`src/rtl/mmtiled_c_job_scheduler_pkg.sv`:
```
// Shared definitions for the tiled matrix-multiply C-job scheduler:
// grid/tile constants, the C-job payload and the scheduler state encoding.
package mmtiled_c_job_scheduler_pkg;

  localparam int unsigned NUM_X_CU_GLOBAL             = 2;
  localparam int unsigned NUM_Y_CU_GLOBAL             = 2;
  localparam int unsigned TILE_DIM                    = 16;
  localparam int unsigned DIM_W                       = 32;
  localparam int unsigned ADDR_W                      = 64;
  localparam int unsigned DATA_SIZE_READ              = 4;
  localparam int unsigned CU_MATRIX_C_JOB_BUFFER_SIZE = 64;
  localparam int unsigned MAX_OUTSTANDING             = CU_MATRIX_C_JOB_BUFFER_SIZE;

  typedef struct packed {
    logic [DIM_W-1:0]  tile_row;
    logic [DIM_W-1:0]  tile_col;
    logic [ADDR_W-1:0] a_addr;
    logic [ADDR_W-1:0] b_addr;
    logic [ADDR_W-1:0] c_addr;
  } matrix_c_job_t;

  localparam logic [2:0] ST_IDLE  = 3'd0;
  localparam logic [2:0] ST_SETUP = 3'd1;
  localparam logic [2:0] ST_ISSUE = 3'd2;
  localparam logic [2:0] ST_DRAIN = 3'd3;
  localparam logic [2:0] ST_DONE  = 3'd4;

endpackage

```
`src/rtl/mmtiled_c_job_scheduler_rr_arbiter.sv`:
```
// Round-robin one-hot arbiter; the search starts at a registered pointer that
// moves to one past the winner whenever a grant is consumed.
module mmtiled_rr_arbiter #(
  parameter int unsigned NUM_CU = 4
) (
  input  logic              clock,
  input  logic              reset,
  input  logic [NUM_CU-1:0] req,
  input  logic              advance,
  output logic [NUM_CU-1:0] grant
);

  localparam int unsigned PTR_W = (NUM_CU > 1) ? $clog2(NUM_CU) : 1;

  logic [PTR_W-1:0] ptr_q;
  logic [PTR_W-1:0] win_idx;
  logic [PTR_W-1:0] idx;
  logic [31:0]      idx_wide;
  logic             found;

  // First requester at or after the pointer, wrapping at NUM_CU
  always_comb begin
    grant    = '0;
    win_idx  = '0;
    idx      = '0;
    idx_wide = '0;
    found    = 1'b0;
    for (int unsigned i = 0; i < NUM_CU; i++) begin
      idx_wide = 32'(ptr_q) + i;
      if (idx_wide >= NUM_CU) idx_wide = idx_wide - NUM_CU;
      idx = PTR_W'(idx_wide);
      if (!found && req[idx]) begin
        grant[idx] = 1'b1;
        win_idx    = idx;
        found      = 1'b1;
      end
    end
  end

  always_ff @(posedge clock) begin
    if (reset) begin
      ptr_q <= '0;
    end else if (advance && found) begin
      ptr_q <= (32'(win_idx) == NUM_CU - 1) ? '0 : PTR_W'(win_idx + 1'b1);
    end
  end

endmodule

```
`src/rtl/mmtiled_c_job_scheduler.sv`:
```
// Generates one job per C tile in row-major order, dispatches jobs to the CU
// array through a round-robin arbiter and tracks outstanding work to completion.
module mmtiled_c_job_scheduler
  import mmtiled_c_job_scheduler_pkg::*;
#(
  parameter int unsigned NUM_X_CU        = mmtiled_c_job_scheduler_pkg::NUM_X_CU_GLOBAL,
  parameter int unsigned NUM_Y_CU        = mmtiled_c_job_scheduler_pkg::NUM_Y_CU_GLOBAL,
  parameter int unsigned TILE_DIM        = mmtiled_c_job_scheduler_pkg::TILE_DIM,
  parameter int unsigned DIM_W           = mmtiled_c_job_scheduler_pkg::DIM_W,
  parameter int unsigned ELEM_BYTES      = mmtiled_c_job_scheduler_pkg::DATA_SIZE_READ,
  parameter int unsigned MAX_OUTSTANDING = mmtiled_c_job_scheduler_pkg::MAX_OUTSTANDING
) (
  input  logic                         clock,
  input  logic                         reset,
  input  logic                         start_in,
  input  logic [DIM_W-1:0]             cfg_m_in,
  input  logic [DIM_W-1:0]             cfg_n_in,
  input  logic [DIM_W-1:0]             cfg_k_in,
  input  logic [ADDR_W-1:0]            cfg_a_base_in,
  input  logic [ADDR_W-1:0]            cfg_b_base_in,
  input  logic [ADDR_W-1:0]            cfg_c_base_in,
  input  logic [NUM_X_CU*NUM_Y_CU-1:0] job_ready_in,
  output logic [NUM_X_CU*NUM_Y_CU-1:0] job_grant_out,
  output logic                         job_valid_out,
  output logic [DIM_W-1:0]             job_tile_row_out,
  output logic [DIM_W-1:0]             job_tile_col_out,
  output logic [ADDR_W-1:0]            job_a_addr_out,
  output logic [ADDR_W-1:0]            job_b_addr_out,
  output logic [ADDR_W-1:0]            job_c_addr_out,
  input  logic [NUM_X_CU*NUM_Y_CU-1:0] job_done_in,
  output logic                         busy_out,
  output logic                         done_out,
  output logic                         error_out,
  output logic [DIM_W-1:0]             jobs_issued_out,
  output logic [DIM_W-1:0]             jobs_done_out
);

  localparam int unsigned NUM_CU     = NUM_X_CU * NUM_Y_CU;
  localparam int unsigned TILE_SHIFT = $clog2(TILE_DIM);
  localparam int unsigned ROW_SHIFT  = $clog2(TILE_DIM * ELEM_BYTES);
  localparam int unsigned OUT_W      = $clog2(MAX_OUTSTANDING + 1);
  localparam int unsigned CNT_W      = $clog2(NUM_CU + 1);
  localparam logic [ADDR_W-1:0] COL_STEP = ADDR_W'(TILE_DIM * ELEM_BYTES);

  logic [2:0]        state_q, state_d;
  logic [DIM_W-1:0]  tiles_m_q, tiles_n_q;
  logic [ADDR_W-1:0] a_stride_q, c_stride_q, b_base_q, gen_c_row_q;
  matrix_c_job_t     gen_q, job_q;
  logic              gen_pending_q, job_valid_q;
  logic [OUT_W-1:0]  outstanding_q;
  logic [DIM_W-1:0]  issued_q, done_cnt_q;
  logic              busy_q, done_q, error_q;

  logic              start_ok, transfer, can_load, over;
  logic [CNT_W-1:0]  done_pop;
  logic [31:0]       avail, accepted, out_next;
  logic [DIM_W:0]    done_sum, m_round, n_round;

  // Next state plus handshake, load and completion bookkeeping
  always_comb begin
    state_d  = state_q;
    start_ok = start_in && ((state_q == ST_IDLE) || (state_q == ST_DONE));
    transfer = job_valid_q && (|job_ready_in);
    can_load = ((state_q == ST_SETUP) || (state_q == ST_ISSUE)) && gen_pending_q &&
               (!job_valid_q || transfer) &&
               ((32'(outstanding_q) + 32'(job_valid_q)) < MAX_OUTSTANDING);
    done_pop = '0;
    for (int unsigned i = 0; i < NUM_CU; i++) done_pop = done_pop + CNT_W'(job_done_in[i]);
    avail    = 32'(outstanding_q) + 32'(transfer);
    over     = 32'(done_pop) > avail;
    accepted = over ? avail : 32'(done_pop);
    out_next = avail - accepted;
    done_sum = {1'b0, done_cnt_q} + (DIM_W+1)'(accepted);
    m_round  = {1'b0, cfg_m_in} + (DIM_W+1)'(TILE_DIM - 1);
    n_round  = {1'b0, cfg_n_in} + (DIM_W+1)'(TILE_DIM - 1);
    case (state_q)
      ST_IDLE, ST_DONE: if (start_in) state_d = ST_SETUP;
      ST_SETUP:         state_d = gen_pending_q ? ST_ISSUE : ST_DONE;
      ST_ISSUE:         if (!gen_pending_q && transfer) state_d = ST_DRAIN;
      ST_DRAIN:         if (outstanding_q == '0) state_d = ST_DONE;
      default:          state_d = ST_IDLE;
    endcase
  end

  always_ff @(posedge clock) begin
    if (reset) state_q <= ST_IDLE;
    else       state_q <= state_d;
  end

  always_ff @(posedge clock) begin
    if (reset) begin
      tiles_m_q     <= '0;
      tiles_n_q     <= '0;
      a_stride_q    <= '0;
      c_stride_q    <= '0;
      b_base_q      <= '0;
      gen_c_row_q   <= '0;
      gen_q         <= '0;
      job_q         <= '0;
      gen_pending_q <= 1'b0;
      job_valid_q   <= 1'b0;
      outstanding_q <= '0;
      issued_q      <= '0;
      done_cnt_q    <= '0;
      busy_q        <= 1'b0;
      done_q        <= 1'b0;
      error_q       <= 1'b0;
    end else begin
      busy_q <= (state_d == ST_SETUP) || (state_d == ST_ISSUE) || (state_d == ST_DRAIN);
      done_q <= (state_d == ST_DONE);
      if (start_ok) begin
        // Tile counts and strides are derived here so SETUP can load the first job
        tiles_m_q     <= DIM_W'(m_round >> TILE_SHIFT);
        tiles_n_q     <= DIM_W'(n_round >> TILE_SHIFT);
        a_stride_q    <= ADDR_W'(cfg_k_in) << ROW_SHIFT;
        c_stride_q    <= ADDR_W'(cfg_n_in) << ROW_SHIFT;
        b_base_q      <= cfg_b_base_in;
        gen_c_row_q   <= cfg_c_base_in;
        gen_q         <= '{tile_row: '0, tile_col: '0, a_addr: cfg_a_base_in,
                           b_addr: cfg_b_base_in, c_addr: cfg_c_base_in};
        gen_pending_q <= (cfg_m_in != '0) && (cfg_n_in != '0) && (cfg_k_in != '0);
        job_valid_q   <= 1'b0;
        outstanding_q <= '0;
        issued_q      <= '0;
        done_cnt_q    <= '0;
        error_q       <= 1'b0;
      end else begin
        if (over) error_q <= 1'b1;
        outstanding_q <= OUT_W'(out_next);
        if (transfer && (issued_q != '1)) issued_q <= issued_q + 1'b1;
        done_cnt_q <= done_sum[DIM_W] ? '1 : done_sum[DIM_W-1:0];
        if (can_load) begin
          job_q       <= gen_q;
          job_valid_q <= 1'b1;
          // Column first; on wrap step every row-dependent address by its stride
          if (gen_q.tile_col == tiles_n_q - 1'b1) begin
            gen_q.tile_col <= '0;
            gen_q.b_addr   <= b_base_q;
            if (gen_q.tile_row == tiles_m_q - 1'b1) begin
              gen_pending_q <= 1'b0;
            end else begin
              gen_q.tile_row <= gen_q.tile_row + 1'b1;
              gen_q.a_addr   <= gen_q.a_addr + a_stride_q;
              gen_q.c_addr   <= gen_c_row_q + c_stride_q;
              gen_c_row_q    <= gen_c_row_q + c_stride_q;
            end
          end else begin
            gen_q.tile_col <= gen_q.tile_col + 1'b1;
            gen_q.b_addr   <= gen_q.b_addr + COL_STEP;
            gen_q.c_addr   <= gen_q.c_addr + COL_STEP;
          end
        end else if (transfer) begin
          job_valid_q <= 1'b0;
        end
      end
    end
  end

  mmtiled_rr_arbiter #(.NUM_CU(NUM_CU)) u_arb (
    .clock   (clock),
    .reset   (reset),
    .req     ({NUM_CU{job_valid_q}} & job_ready_in),
    .advance (transfer),
    .grant   (job_grant_out)
  );

  assign job_valid_out    = job_valid_q;
  assign job_tile_row_out = job_q.tile_row;
  assign job_tile_col_out = job_q.tile_col;
  assign job_a_addr_out   = job_q.a_addr;
  assign job_b_addr_out   = job_q.b_addr;
  assign job_c_addr_out   = job_q.c_addr;
  assign busy_out         = busy_q;
  assign done_out         = done_q;
  assign error_out        = error_q;
  assign jobs_issued_out  = issued_q;
  assign jobs_done_out    = done_cnt_q;

endmodule

```
`config.mk`:
```
export PLATFORM = sky130hd
export DESIGN_NAME = mmtiled_c_job_scheduler
export DESIGN_NICKNAME = d
export VERILOG_FILES = /design/src/rtl/mmtiled_c_job_scheduler_pkg.sv /design/src/rtl/mmtiled_c_job_scheduler_rr_arbiter.sv /design/src/rtl/mmtiled_c_job_scheduler.sv
export SDC_FILE = /design/constraint.sdc
export NUM_CORES = 2
export LEC_CHECK = 0
export BUFFER_PORTS_ARGS = -buffer_cell sky130_fd_sc_hd__buf_4
export CAP_MARGIN = 10
export CORE_AREA = 2 2 402 205
export DETAILED_ROUTE_END_ITERATION = 16
export DIE_AREA = 0 0 404 207
export PLACE_DENSITY = 0.78
export SLEW_MARGIN = 20
export SYNTH_ARGS = -nofsm -noshare
export SYNTH_HDL_FRONTEND = slang
export SYNTH_SLANG_ARGS = --single-unit
```
`constraint.sdc`:
```
create_clock -name clock -period 11.88 [get_ports clock]
set_clock_uncertainty 0.05 [all_clocks]
set_input_delay 0.594 -clock clock [delete_from_list [all_inputs] [get_ports clock]]
set_output_delay 0.594 -clock clock [all_outputs]
set_load 0.005 [all_outputs]
```
# == Yosys cells after proc, flatten, opt, wreduce, memory -nomap -nowiden ==
# Cells that the tools add are included.
# totals
register_bits,843
inputBits,299
out_inout_bits,328
word_cells,186
# op_classes
n_addsub,26
magnitude_cmp,14
n_eq_ne,14
muxes,56
bitwise_logic,6
n_reduce_logical,44
# op_table
operator,count
192-bit two-way mux,2
64-bit two-way mux,6
64-bit by 38-bit adder with 64-bit output,2
64-bit by 7-bit adder with 64-bit output (second input constant),2
128-bit two-way mux,1
32-bit by 1-bit adder with 32-bit output (second input constant),3
32-bit nonzero test,3
32-bit by 4-bit adder with 33-bit output (second input constant),2
32-bit equality test,2
32-bit two-way mux,2
29-bit by 1-bit subtractor with 30-bit output (second input constant),2
32-bit by 8-bit adder with 33-bit output,1
32-bit inequality test (second input constant),1
1-bit two-way mux,18
2-bit two-way mux,9
1-bit logical AND,17
7-bit by 1-bit adder with 8-bit output,2
4-bit two-way mux,4
3-bit by 2-bit equality test with 1-bit output (second input constant),4
2-bit by 3-bit less-than comparator with 1-bit output (second input constant),4
3-bit two-way mux,4
4-bit OR,3
3-bit case mux with 4 select lines,1
3-bit greater-or-equal comparator (second input constant),3
31 further kinds,62

# == Logic depth before layout (Yosys ltp) ==
# depth
ltp_word,16
ltp_mapped,25
ltp_nobuf,25

# == Hierarchy ==
# From an unflattened synthesis, not the netlist that was laid out.
# unflattened
hier_cells,5650
hier_area_um2,43274.0
# by_module_without_submodules
mod,instances,cells_per_inst,area_each_um2,seq_area_each_um2
mmtiled_c_job_scheduler,1,5583,42709.7,16836.1
mmtiled_rr_arbiter,1,67,564.3,40.0

# == Worst setup path before layout ==
# OpenSTA, ideal clock, no wires.
# synth_timing
kind,input-to-reg
from,input port job_done_in[0]
to,register done_cnt_q[25] (netlist: jobs_done_out[25])
setup_time_ns,0.078
arrival_ns,4.906
required_ns,11.752
path_slack_ns,6.846
path_stages,22
path_buffers,1
cell_sequence,inv_1 fa_1 inv_1 ha_1 ha_1 ha_1 nor2b_1 o21a_1 o2111ai_1 o21ai_0 ha_1 a21o_1 a21oi_1 o21ai_0 a21oi_1 o21ai_0 a21o_1 a21oi_1 clkbuf_1 nor2_1 and4_1 nor3_1
# synth_between
elab_chain_cells,7
# synth_lines
element,line_no,text
from (decl),mmtiled_c_job_scheduler.sv:30,"input logic [NUM_X_CU*NUM_Y_CU-1:0] job_done_in,"
1-bit by 1-bit adder with 2-bit output *,mmtiled_c_job_scheduler.sv:68,for (int unsigned i = 0; i < NUM_CU; i++) done_pop = done_pop + CNT_W'(job_done_in[i]);
2-bit by 1-bit adder with 3-bit output *,mmtiled_c_job_scheduler.sv:68,
3-bit by 1-bit adder with 3-bit output *,mmtiled_c_job_scheduler.sv:68,
3-bit by 8-bit > comparator with 1-bit output,mmtiled_c_job_scheduler.sv:70,over = 32'(done_pop) > avail;
8-bit two-way mux *,mmtiled_c_job_scheduler.sv:71,accepted = over ? avail : 32'(done_pop);
32-bit by 8-bit adder with 33-bit output *,mmtiled_c_job_scheduler.sv:73,"done_sum = {1'b0, done_cnt_q} + (DIM_W+1)'(accepted);"
32-bit two-way mux *,mmtiled_c_job_scheduler.sv:131,done_cnt_q <= done_sum[DIM_W] ? '1 : done_sum[DIM_W-1:0];
to (signal assigned),mmtiled_c_job_scheduler.sv:131,
to (decl),mmtiled_c_job_scheduler.sv:51,"logic [DIM_W-1:0] issued_q, done_cnt_q;"
# Mark *: on every way between the ends. The rest lies on a longest branch, timed or not.
# A chain may end at the register's enable or synchronous reset.

# == Worst setup path after layout ==
# layout_timing
from,register job_valid_q (netlist: job_valid_out)
to,register done_cnt_q[25] (netlist: jobs_done_out[25])
# layout_between
elab_chain_cells,6
# layout_lines
element,line_no,text
from (decl),mmtiled_c_job_scheduler.sv:49,"logic gen_pending_q, job_valid_q;"
from (signal assigned),mmtiled_c_job_scheduler.sv:101,job_valid_q <= 1'b0;
from (signal assigned),mmtiled_c_job_scheduler.sv:122,job_valid_q <= 1'b0;
from (signal assigned),mmtiled_c_job_scheduler.sv:134,job_valid_q <= 1'b1;
1-bit logical AND *,mmtiled_c_job_scheduler.sv:63,transfer = job_valid_q && (|job_ready_in);
7-bit by 1-bit adder with 8-bit output *,mmtiled_c_job_scheduler.sv:69,avail = 32'(outstanding_q) + 32'(transfer);
3-bit by 8-bit > comparator with 1-bit output,mmtiled_c_job_scheduler.sv:70,
8-bit two-way mux *,mmtiled_c_job_scheduler.sv:71,
32-bit by 8-bit adder with 33-bit output *,mmtiled_c_job_scheduler.sv:73,
32-bit two-way mux *,mmtiled_c_job_scheduler.sv:131,
# Marked as above.

==> flow_metrics.py <==
metrics = {
    "floorplanning": {
        "fp.dieH_um": 207,
        "die_area_um2": 83630,
        "die_w_um": 404,
        "core_area_um2": 80370,
        "start_util": 0.5423,
        "io_pins": 627,
        "rows": 74,
    },
    "power": {
        "p_seq_frac": 0.454,
        "p_clk_frac": 0.378,
        "p_switching_mw": 2.082,
        "pwr_density_cell_nw_per_um2": 135.7,
        "p_int_mw": 4.891,
        "p_comb_frac": 0.169,
        "sw_frac_of_total": 0.2986,
        "ir_drop_v": 0.0001087,
        "leakagePower_nw": 19.66,
    },
    "cts": {
        "htree_levels": 3,
        "clock-root-buffer": "clkbuf_16",
        "cts_setup_buffers": 0,
        "cts_buffers": 77,
        "cts_resized": 0,
        "ctsHoldBuffers": 0,
        "clk_latency_ns": 0.68,
        "path_clk_slew_ns": 0.07,
        "cts_tree": "done",
        "cts_sinks": 843,
        "cts_buffer_depth": 3,
    },
    "sta": {
        "hold_viol_final": 0,
        "final_max_slew_viol_count": 0,
        "fin_crit_ns": 5.756,
        "worst_pin_slew_ns": 1.163,
        "setup_viol": 0,
        "rsz0062_at_grt": "no",
        "clock.fmax_mhz": 173.7,
        "relSlewSlack": 0.2176,
        "period_share": 0.4845,
        "setup_tns_ns": 0,
    },
    "placement": {
        "gp_congestion": 0.9746,
        "dp_hpwl_mm": 113.9,
        "numPortBuffers": 626,
        "placedCellCount": 7080,
    },
    "synthesis": {
        "netlist_instances": 5720,
        "ys_async_sr_fraction": 0,
        "yosys.cell_types.count": 83,
        "synth_top_family_by_area": "simple AND/OR/NAND/NOR gates",
        "ys_seq_elements": 843,
        "syn_area_um2": 43590,
        "synth_compound_area_frac": 0.2059,
        "yosysSeqAreaShare": 0.3872,
        "synthSimpleGateAreaFrac": 0.2503,
        "synth_ff_type": "dfxtp_1",
        "yosys_warnings": 0,
        "synthAdderAreaFrac": 0.02899,
        "syn-mean-instance-area_um2": 7.620,
        "synth_enable_flop_cells": 0,
        "synth_xor_area_frac": 0.07716,
        "synth_mux_area_frac": 0.007578,
    },
    "setup_path": {
        "worstRegToRegCells": 21,
        "crit_path_end_kind": "register",
        "worstPathRequired_ns": 12.42,
        "crit_fanout": 14,
        "start_kind": "register",
        "crit_type": "register to register",
        "arrival_ns": 6.29,
    },
    "grt": {
        "grt_start_max_net_pins": 200,
        "grt_pass1_vias": 39962,
        "overflow": 0,
        "track_usage": 0.3615,
        "grt_pass1_wl_mm": 239.0,
        "antenna_found_initial": 23,
    },
    "route": {
        "drt_first_pass_iters": 7,
        "post_drt_wl_per_cell_um": 21.93,
        "wl_mm": 158.7,
        "post-route-drc-count": 0,
        "drtAntennaViolNets": 0,
        "vias": 44839,
        "drt_iter0_drc": 5477,
        "via_per_inst": 6.195,
    },
    "run": {
        "max-cap-violations": 0,
    },
    "layout": {
        "drive_gt1_frac": 0.1462,
        "final_cell_mix": "nand2_1, dfxtp_1, a21oi_1, buf_4, nor2_1",
        "finalNetCount": 6492,
        "layout_commonest_cell": "nand2_1",
        "fin_cells": 7238,
        "syn2layout_area_growth_pct": 17.86,
    },
    "hold_path": {
        "hold_path_class": "primary input to register",
        "min_path_cells": 3,
    },
    "outcome": {
        "status": "finished, final reports clean",
    },
}
## worst max-delay path, cell delays in order, from the launching register on
cell and delay (ns):
dfxtp_1 0.57, nand2b_1 0.21, inv_1 0.12, ha_1 0.20
xor2_1 0.27, inv_1 0.15, ha_1 0.31, nor2b_1 0.14
o21a_1 0.16, o2111ai_1 0.42, o21ai_0 0.31, ha_1 0.35
a21o_1 0.17, a21oi_1 0.21, o21ai_0 0.11, a21oi_1 0.21
o21ai_0 0.10, a21o_1 0.21, a21oi_1 0.86, nor2_1 0.13
and4_1 0.26, nor3_1 0.17
## cell families (layout without fill, tap and decap cells)
logic type               count (synthesis)  in the layout
XOR/XNOR                               384            384
flip-flops                             843            843
AND/OR/NAND/NOR                       2406           2406
adder cells (fa/ha/maj)                 98             98
multiplexers                            31             31
buffers and inverters                  490            923
other                                    1             22
AO/OA/AOI/OAI                         1467           1467
## layout make-up
class                      instances  area, um2
fill                            7091      29000
multi-input combinational       4391      25000
sequential                       843      16880
timing repair buffer             673       5122
clock buffer                     108       2227
tap                             1064       1331
inverter                         109      411.6
clock inverter                    33      361.6
antenna                           17      42.54
## Yosys cell counts (13+ instances only)
| cell | number | area share |
|---|---|---|
| o221a_2 | 16 | 0.0041 |
| a211oi_1 | 102 | 0.018 |
| nor2_1 | 420 | 0.036 |
| xnor2_1 | 186 | 0.037 |
| o31ai_1 | 28 | 0.0048 |
| a22oi_1 | 13 | 0.0022 |
| mux2_2 | 16 | 0.0041 |
| nand4_1 | 96 | 0.014 |
| and4_1 | 30 | 0.0060 |
| a31oi_1 | 80 | 0.011 |
| nand2_1 | 1194 | 0.10 |
| buf_1 | 16 | 0.0014 |
| a21o_1 | 48 | 0.0083 |
| xor2_1 | 198 | 0.040 |
| a21oi_1 | 668 | 0.077 |
| or3_1 | 40 | 0.0057 |
| o21bai_1 | 13 | 0.0022 |
| nand2b_1 | 17 | 0.0024 |
| ha_1 | 93 | 0.027 |
| o21ai_0 | 221 | 0.025 |
| dfxtp_1 | 843 | 0.39 |
| and3_1 | 82 | 0.012 |
| clkbuf_1 | 353 | 0.030 |
| nor3_1 | 107 | 0.012 |
| or2_2 | 19 | 0.0027 |
| nand3_1 | 186 | 0.021 |
| nor4_1 | 65 | 0.0093 |
| a31o_2 | 13 | 0.0026 |
| o21a_1 | 25 | 0.0043 |
| inv_1 | 108 | 0.0093 |
| and2_1 | 29 | 0.0042 |
| nor2b_1 | 28 | 0.0040 |
| a311oi_1 | 38 | 0.0076 |
| or4_1 | 32 | 0.0055 |
| o22ai_1 | 25 | 0.0036 |
| mux2i_1 | 15 | 0.0034 |
| o221ai_1 | 15 | 0.0030 |
| o211ai_1 | 67 | 0.012 |
| nor3b_1 | 16 | 0.0028 |
## final timing paths
kind	from	to	slack, ns
max	job_valid_out	jobs_done_out[25]	6.12
min	cfg_a_base_in[40]	gen_q[168]	0.07
max reg2reg	job_valid_out	jobs_done_out[25]	6.12
min reg2reg	job_c_addr_out[0]	job_c_addr_out[0]	0.40
## power groups by stage
stage	logic [mW]	registers, mW	clock network [mW]
after detailed placement	1.14	3.22	0
after floorplan	0.786	3.16	0
after global routing	1.29	3.18	2.77
final	1.18	3.16	2.63
after global placement	1.12	3.21	0
after CTS	1.15	3.16	2.65
## through the flow
stage,setup WS [ns],instance area (um2),utilization,power (mW),hold slack (ns)
floorplan,6.846,43600,-,3.944,0.3819
detailed placement,5.687,48720,0.6062,4.358,0.3959
CTS,6.244,51300,0.6384,6.952,0.03668
global route,5.534,51360,0.6391,7.237,0.05842
finish,6.124,51370,0.6392,6.973,0.06749
global placement,5.684,48720,0.6062,4.338,0.3893
## metal layers
| metal | vias to the layer above | share of wire | GRT usage |
|---|---|---|---|
| met4 | 16 | 0.030 | 0.1134 |
| li1 | 20865 | - | - |
| met1 | 21281 | 0.45 | 0.5428 |
| met5 | - | 0.00060 | 0 |
| met2 | 2397 | 0.41 | 0.5032 |
| met3 | 280 | 0.11 | 0.08786 |
## sequential cells by signal (all words and copies together) (netlist names), 3 cells and up, named ones only
register	count
tiles_m_q	29
a_stride_q	32
job_tile_col_out	32
jobs_issued_out	32
job_c_addr_out	64
state_q	3
tiles_n_q	29
job_a_addr_out	64
b_base_q	64
c_stride_q	32
jobs_done_out	32
outstanding_q	7
job_b_addr_out	64
gen_q	256
job_tile_row_out	32
gen_c_row_q	64
(Power assumes the default switching activity.)
